===== src/rtl/cs_microsequencer.sv =====
// Next-address engine for the microprogrammed control unit: CSAR, condition decode, call/return stack, ACK wait, sticky error.
// Optional ACK watchdog enabled by defining CS_MICROSEQUENCER_ACK_TIMEOUT_EN.
//
// state | meaning
// RUN   | evaluate COND each cycle unless a memory request is unacknowledged
// WAIT  | memory request outstanding; CSAR holds until ACK
// ERR   | stack fault or ACK timeout; frozen until reset
module cs_microsequencer #(
    parameter int ADDR_WIDTH     = 11,
    parameter int STACK_DEPTH    = 4,
    parameter int RESET_ADDR     = 0,
    parameter int TIMEOUT_CYCLES = 255
) (
    input  logic                               CS_MICROSEQUENCER_CLOCK_50,
    input  logic                               CS_MICROSEQUENCER_RESET_InHigh,
    input  logic [3:0]                         CS_MICROSEQUENCER_COND_InBUS,
    input  logic [ADDR_WIDTH-1:0]              CS_MICROSEQUENCER_JUMP_ADDR_InBUS,
    input  logic                               CS_MICROSEQUENCER_RD,
    input  logic                               CS_MICROSEQUENCER_WR,
    input  logic                               CS_MICROSEQUENCER_ACK,
    input  logic [31:0]                        CS_MICROSEQUENCER_IR_InBUS,
    input  logic [3:0]                         CS_MICROSEQUENCER_FLAGS_InBUS,
    output logic [ADDR_WIDTH-1:0]              CS_MICROSEQUENCER_ADDR_OutBUS,
    output logic                               CS_MICROSEQUENCER_STALL,
    output logic [$clog2(STACK_DEPTH):0]       CS_MICROSEQUENCER_DEPTH_OutBUS,
    output logic                               CS_MICROSEQUENCER_ERROR
);
    localparam int PW = $clog2(STACK_DEPTH);
    localparam int DW = PW + 1;

    if (ADDR_WIDTH < 11 || STACK_DEPTH < 2 || (STACK_DEPTH & (STACK_DEPTH - 1)) != 0
        || TIMEOUT_CYCLES < 1 || TIMEOUT_CYCLES > 65535) begin : g_bad_param
        $error("cs_microsequencer: illegal parameter combination");
    end

    typedef enum logic [1:0] {RUN, WAIT, ERR} state_t;

    logic                  clk, rst, ack, req;
    logic [3:0]            cond;
    logic [31:0]           ir;
    logic                  n, z, v, c;
    state_t                state, state_next;
    logic [ADDR_WIDTH-1:0] csar, csar_next, csar_inc, decode_addr;
    logic [DW-1:0]         depth, depth_next;
    logic [ADDR_WIDTH-1:0] stack_mem [STACK_DEPTH];
    logic                  push, evaluate, taken;
    logic                  unused_ir;

    assign clk          = CS_MICROSEQUENCER_CLOCK_50;
    assign rst          = CS_MICROSEQUENCER_RESET_InHigh;
    assign ack          = CS_MICROSEQUENCER_ACK;
    assign req          = CS_MICROSEQUENCER_RD | CS_MICROSEQUENCER_WR;
    assign cond         = CS_MICROSEQUENCER_COND_InBUS;
    assign ir           = CS_MICROSEQUENCER_IR_InBUS;
    assign {n, z, v, c} = CS_MICROSEQUENCER_FLAGS_InBUS;
    assign csar_inc     = csar + ADDR_WIDTH'(1);
    assign decode_addr  = ADDR_WIDTH'({1'b1, ir[31:30], ir[24:19], 2'b00});
    assign unused_ir    = ^{ir[29:25], ir[18:14], ir[12:0]};

`ifdef CS_MICROSEQUENCER_ACK_TIMEOUT_EN
    localparam int TW = (TIMEOUT_CYCLES > 255) ? 16 : 8;
    logic [TW-1:0] wait_cnt;

    // Counter sits at zero outside WAIT, so it is already clear on entry.
    always_ff @(posedge clk or posedge rst) begin
        if (rst)
            wait_cnt <= '0;
        else if (state != WAIT)
            wait_cnt <= '0;
        else
            wait_cnt <= wait_cnt + TW'(1);
    end
`endif

    always_ff @(posedge clk or posedge rst) begin
        if (rst) begin
            state <= RUN;
            csar  <= ADDR_WIDTH'(RESET_ADDR);
            depth <= '0;
        end else begin
            state <= state_next;
            csar  <= csar_next;
            depth <= depth_next;
        end
    end

    always_ff @(posedge clk) begin
        if (push)
            stack_mem[depth[PW-1:0]] <= csar_inc;
    end

    always_comb begin
        taken = 1'b0;
        case (cond)
            4'd1:    taken = n;
            4'd2:    taken = z;
            4'd3:    taken = v;
            4'd4:    taken = c;
            4'd5:    taken = ir[13];
            4'd6:    taken = 1'b1;
            4'd10:   taken = n ^ v;
            4'd11:   taken = c | z;
            default: taken = 1'b0;
        endcase
    end

    always_comb begin
        state_next = state;
        csar_next  = csar;
        depth_next = depth;
        push       = 1'b0;
        evaluate   = 1'b0;
        case (state)
            RUN: begin
                if (req && !ack)
                    state_next = WAIT;
                else
                    evaluate = 1'b1;
            end
            WAIT: begin
                if (ack) begin
                    evaluate   = 1'b1;
                    state_next = RUN;
                end
`ifdef CS_MICROSEQUENCER_ACK_TIMEOUT_EN
                else if (wait_cnt == TW'(TIMEOUT_CYCLES))
                    state_next = ERR;
`endif
            end
            default: state_next = ERR;
        endcase

        if (evaluate) begin
            case (cond)
                4'd7: csar_next = decode_addr;
                4'd8: begin
                    if (depth == DW'(STACK_DEPTH)) begin
                        state_next = ERR;
                    end else begin
                        push       = 1'b1;
                        depth_next = depth + DW'(1);
                        csar_next  = CS_MICROSEQUENCER_JUMP_ADDR_InBUS;
                    end
                end
                4'd9: begin
                    if (depth == '0) begin
                        state_next = ERR;
                    end else begin
                        depth_next = depth - DW'(1);
                        csar_next  = stack_mem[PW'(depth - DW'(1))];
                    end
                end
                default: csar_next = taken ? CS_MICROSEQUENCER_JUMP_ADDR_InBUS : csar_inc;
            endcase
        end
    end

    always_comb begin
        CS_MICROSEQUENCER_STALL = 1'b0;
        CS_MICROSEQUENCER_ERROR = 1'b0;
        case (state)
            RUN:  CS_MICROSEQUENCER_STALL = req && !ack;
            WAIT: CS_MICROSEQUENCER_STALL = !ack;
            default: begin
                CS_MICROSEQUENCER_STALL = 1'b1;
                CS_MICROSEQUENCER_ERROR = 1'b1;
            end
        endcase
    end

    assign CS_MICROSEQUENCER_ADDR_OutBUS  = csar;
    assign CS_MICROSEQUENCER_DEPTH_OutBUS = depth;
endmodule


===== config.mk =====
export PLATFORM = sky130hd
export DESIGN_NAME = cs_microsequencer
export DESIGN_NICKNAME = d
export VERILOG_FILES = /design/src/rtl/cs_microsequencer.sv
export SDC_FILE = /design/constraint.sdc
export NUM_CORES = 1
export LEC_CHECK = 0
export CORE_MARGIN = 4
export CORE_UTILIZATION = 52
export CTS_BUF_LIST = sky130_fd_sc_hd__clkbuf_8
export CTS_CLUSTER_SIZE = 40
export DETAILED_ROUTE_END_ITERATION = 10
export PLACE_DENSITY = 0.84
export SYNTH_ARGS = -nofsm -noshare
export SYNTH_HDL_FRONTEND = slang
export SYNTH_SLANG_ARGS = --single-unit

===== constraint.sdc =====
create_clock -name CS_MICROSEQUENCER_CLOCK_50 -period 3.7 [get_ports CS_MICROSEQUENCER_CLOCK_50]
set_clock_uncertainty 0.05 [all_clocks]
set_input_delay 0.74 -clock CS_MICROSEQUENCER_CLOCK_50 [delete_from_list [all_inputs] [get_ports CS_MICROSEQUENCER_CLOCK_50]]
set_output_delay 0.74 -clock CS_MICROSEQUENCER_CLOCK_50 [all_outputs]
set_load 0.01 [all_outputs]

==> results.md <==
Floorplan:
- The number of rows in the core area is 27.
- The floorplan die area is 7310 um^2.
- In this run the vertical extent of the chip is roughly 86 um.
- The die is 85.5 um wide.
- For this configuration, the core starts out at a cell density of 55.0%.
- The placeable core region is 5680 um^2.
- During I/O placement, the number of pins put on the boundary was 72.

Route:
- The detailed router's first-iteration violation count is 180.
- After detailed routing, the number of vias per cell comes to roughly 6.2.
- Once detail routing completed, the nets flagged for antenna violations numbered 0.
- The detail-routed net length per standard cell is 20.7 um.
- The first TritonRoute pass finished after 4 iterations.
- For this run, design rule violations remaining after detail routing come to 0.
- The final layout contains routed wiring with a total length of ~7.7 mm.
- Detailed routing inserted a total of 2,294 vias.

Global route:
- The final global-route overflow total is 0.
- Entering global routing, the biggest net connects 21 pins.
- The number of antenna violations at the first check in global routing is 0.
- For this run, the total global-route usage over all layers was measured as a little over a fifth.
- The number of global-route vias before repair is 2,314.
- The first-pass GRT wire length is 11.8 mm.

Critical path:
- The category of the worst setup path capture point is an output pin.
- The required arrival time at the worst endpoint is 2910 ps.
- In this run the worst path has a maximum fanout of 3.
- The slowest stage of the critical path belongs to the cell sky130_fd_sc_hd__clkdlybuf4s50_1.
- The most prevalent standard cell on the critical path is sky130_fd_sc_hd__clkdlybuf4s50_1.
- Walking the worst path, the cells encountered are clkdlybuf4s50_1 > nor3_1 > o21ba_2 > inv_1 > clkdlybuf4s50_1.
- Data arrives at the worst endpoint at roughly 2200 ps.
- The critical path start-end classification is in2out.
- The delay of the slowest critical-path stage is 480 ps.
- The category of the worst setup path launch point is a primary input.

Power and ir drop:
- Summing internal, switching and leakage power gives between 2000 and 3000 uW.
- In this run the static leakage power is 0.00138 uW.
- VDD sags by at most 663 uV.
- The total power divided by cell area is roughly 740 nW/um^2.

STA:
- The final count of negative-setup-slack endpoints is 0.
- Of the available clock period, the critical path in the final layout requires 79.5%.
- At the pin with the least slew margin, the transition time is 973 ps.
- The worst path needs 2940 ps of the cycle, external delays included.
- The final-layout setup total negative slack is 0 ps.
- The count of final hold-check violations came to 0.
- The count of pins over their slew limit is 0.
- Setup repair after global routing left no endpoint under its margin.
- The worst-case setup margin in the final layout is roughly 760 ps.
- The highest clock frequency the design can meet is 0.340 GHz.
- The worst slew slack as a fraction of its limit is 34.9%.

CTS:
- The root cell of the clock tree is sky130_fd_sc_hd__clkbuf_8.
- Counting every sink on the clock net gives 60.
- The register clock-pin slew on the reported worst setup and hold paths is 70 ps.
- The post-CTS setup-driven buffer insertion count is 0.
- The clock tree from TritonCTS is yes.
- The clock passes through at most 2 buffers.
- TritonCTS created 9 clock buffers.
- The total of cells resized after clock tree synthesis is 0.
- The H-tree depth is 3.
- For the worst-skew pair, the clock arrives at the later sink with an insertion delay of 340 ps.
- Hold repair after CTS inserted 0 buffers.

Final layout:
- The area of all placed cells without fillers is 3920 um^2.
- Compared with the post-synthesis result, the final layout area differs by 25.6%.
- The most common cell after layout, fill and taps aside is sky130_fd_sc_hd__clkdlybuf4s50_1.
- The net count of the finished layout is ~360.
- The ratio of cells with drive above 1 in the final layout is around 14%.
- The number of antenna diodes in the final layout is 0.
- The non-filler instance count after layout is 370.
- Leaving out fill and tap cells, the most frequent cells in the layout are 48 x sky130_fd_sc_hd__clkdlybuf4s50_1, 44 x sky130_fd_sc_hd__edfxtp_1, 21 x sky130_fd_sc_hd__nand2_1.

Logic synthesis:
- In the synthesized netlist the dominant register cell turns out to be sky130_fd_sc_hd__edfxtp_1.
- The number of enable-type register cells in the synthesized netlist is between 40 and 50.
- The instance count of the mapped netlist is 243.
- The post-synth net total is 305.
- Of the post-synthesis cell area, the dominant cell type holds 42.3%.
- Sequential cells were found to cover about 55% of the synthesized design area.
- By area the synthesized netlist is led by sky130_fd_sc_hd__edfxtp_1 42%, sky130_fd_sc_hd__dfrtp_1 13%, sky130_fd_sc_hd__mux4_2 7.9%, sky130_fd_sc_hd__xnor2_1 2.8%, sky130_fd_sc_hd__nand4_1 2.6%.
- The number of warnings reported in the yosys synthesis log is 0.
- For this run, asynchronously set or reset flops after synthesis account for 26.7%.
- Each instance of the synthesized netlist takes up on average 12.9 um^2.
- The number of different library cells in the post-synthesis netlist is just over 50.
- Of all cell types, the one taking the most synthesized area is sky130_fd_sc_hd__edfxtp_1.
- The cell area that synthesis handed to floorplanning was 3120 um^2.
- The total of flip-flops plus latches after synthesis is 60.

Outcome:
- The flow ran to the end, and the final reports show no timing, DRC or antenna violations.

Placement:
- In this run the cell area measured after placement is 3680 um^2.
- Port buffering added 48 buffers.
- The routability congestion estimate from global placement is 0.756.
- The total half-perimeter wirelength after legalization and detailed placement is 5.21 mm.
- The pre-CTS worst setup slack is 574 ps.
- In this run, placement finished with an instance count of 354.

Flow run:
- The tool flagged a number of max-cap violations equal to 0.

Worst hold path:
- The path category of the worst min-delay check is reg2reg.
## power breakdown
part	leakage (uW)	switching, uW	internal, uW
logic	0.000691	572	563
registers	0.000574	131	923
clock network	0.000116	279	450
total	0.00138	982	1940
## worst max-delay path, delay by kind of cell
kind                   cells  cell delay [ps]
AOI/OAI and AO/OA          1              190
buffers and inverters      3              940
and+or+nand+nor            1              290
## metal layers
| layer | vias up | track usage, % | routed length [um] |
|---|---|---|---|
| met4 | 0 | 7.91 | 85 |
| met5 | - | 0 | 0 |
| li1 | 1056 | - | - |
| met2 | 107 | 36.2 | 3880 |
| met1 | 1122 | 27.3 | 3070 |
| met3 | 9 | 5.28 | 619 |
## synth_stat cells (all sizes together), types with 7 or more instances
| library cell | number |
|---|---|
| a22oi | 8 |
| buf | 11 |
| clkbuf | 7 |
| dfrtp | 16 |
| edfxtp | 44 |
| mux4 | 11 |
| nand2 | 21 |
| nand3 | 9 |
| nand4 | 13 |
| nor2 | 7 |
| xnor2 | 10 |
## stage by stage
step / hold WS, ps / util [%]
after floorplan: 386 / -
after global placement: 427 / 64.8
after detailed placement: 429 / 64.8
after CTS: 445 / 69.1
after global routing: 473 / 69.1
final: 433 / 69.1
## kinds of logic (layout without fill, tap and decap cells)
group | Yosys count | count (layout) | share of synthesized area, %
buffers and inverters | 23 | 78 | 3.52
AOI/OAI and AO/OA | 48 | 48 | 12.1
muxes | 15 | 15 | 9.25
adders and majority gates | 6 | 6 | 2.40
xor gates and xnor gates | 14 | 14 | 3.92
and+or+nand+nor | 77 | 77 | 13.7
DFF | 60 | 60 | 55.1
## final timing paths
kind,from,slack [ps],endpoint,cells after the start
max in group asynchronous,CS_MICROSEQUENCER_RESET_InHigh,2390,CS_MICROSEQUENCER_DEPTH_OutBUS[2]$_DFFE_PP0P_,2
min in group asynchronous,CS_MICROSEQUENCER_RESET_InHigh,750,CS_MICROSEQUENCER_ADDR_OutBUS[4]$_DFFE_PP0P_,2
max reg2reg,state[0]$_DFF_PP0_,1350,stack_mem[2][7]$_DFFE_PP_,7
min,state[1]$_DFF_PP0_,430,state[0]$_DFF_PP0_,1
min reg2reg,state[1]$_DFF_PP0_,430,state[0]$_DFF_PP0_,1
max,CS_MICROSEQUENCER_WR,760,CS_MICROSEQUENCER_STALL,5
## flip-flops by register name, summed over array words and instances, names as in the netlist
register / flops
stack_mem: 44
CS_MICROSEQUENCER_ADDR_OutBUS: 11
CS_MICROSEQUENCER_DEPTH_OutBUS: 3
state: 2
## final cells by class
| class | instances | area (um^2) |
|---|---|---|
| Fill cell | 381 | 1750 |
| Tap cell | 72 | 90.1 |
| Timing Repair Buffer | 57 | 548 |
| Inverter | 5 | 18.8 |
| Multi-Input combinational cell | 160 | 1300 |
| Sequential cell | 60 | 1720 |
| Clock inverter | 7 | 123 |
| Clock buffer | 9 | 124 |
No activity file was read; power rests on OpenSTA's default activity.
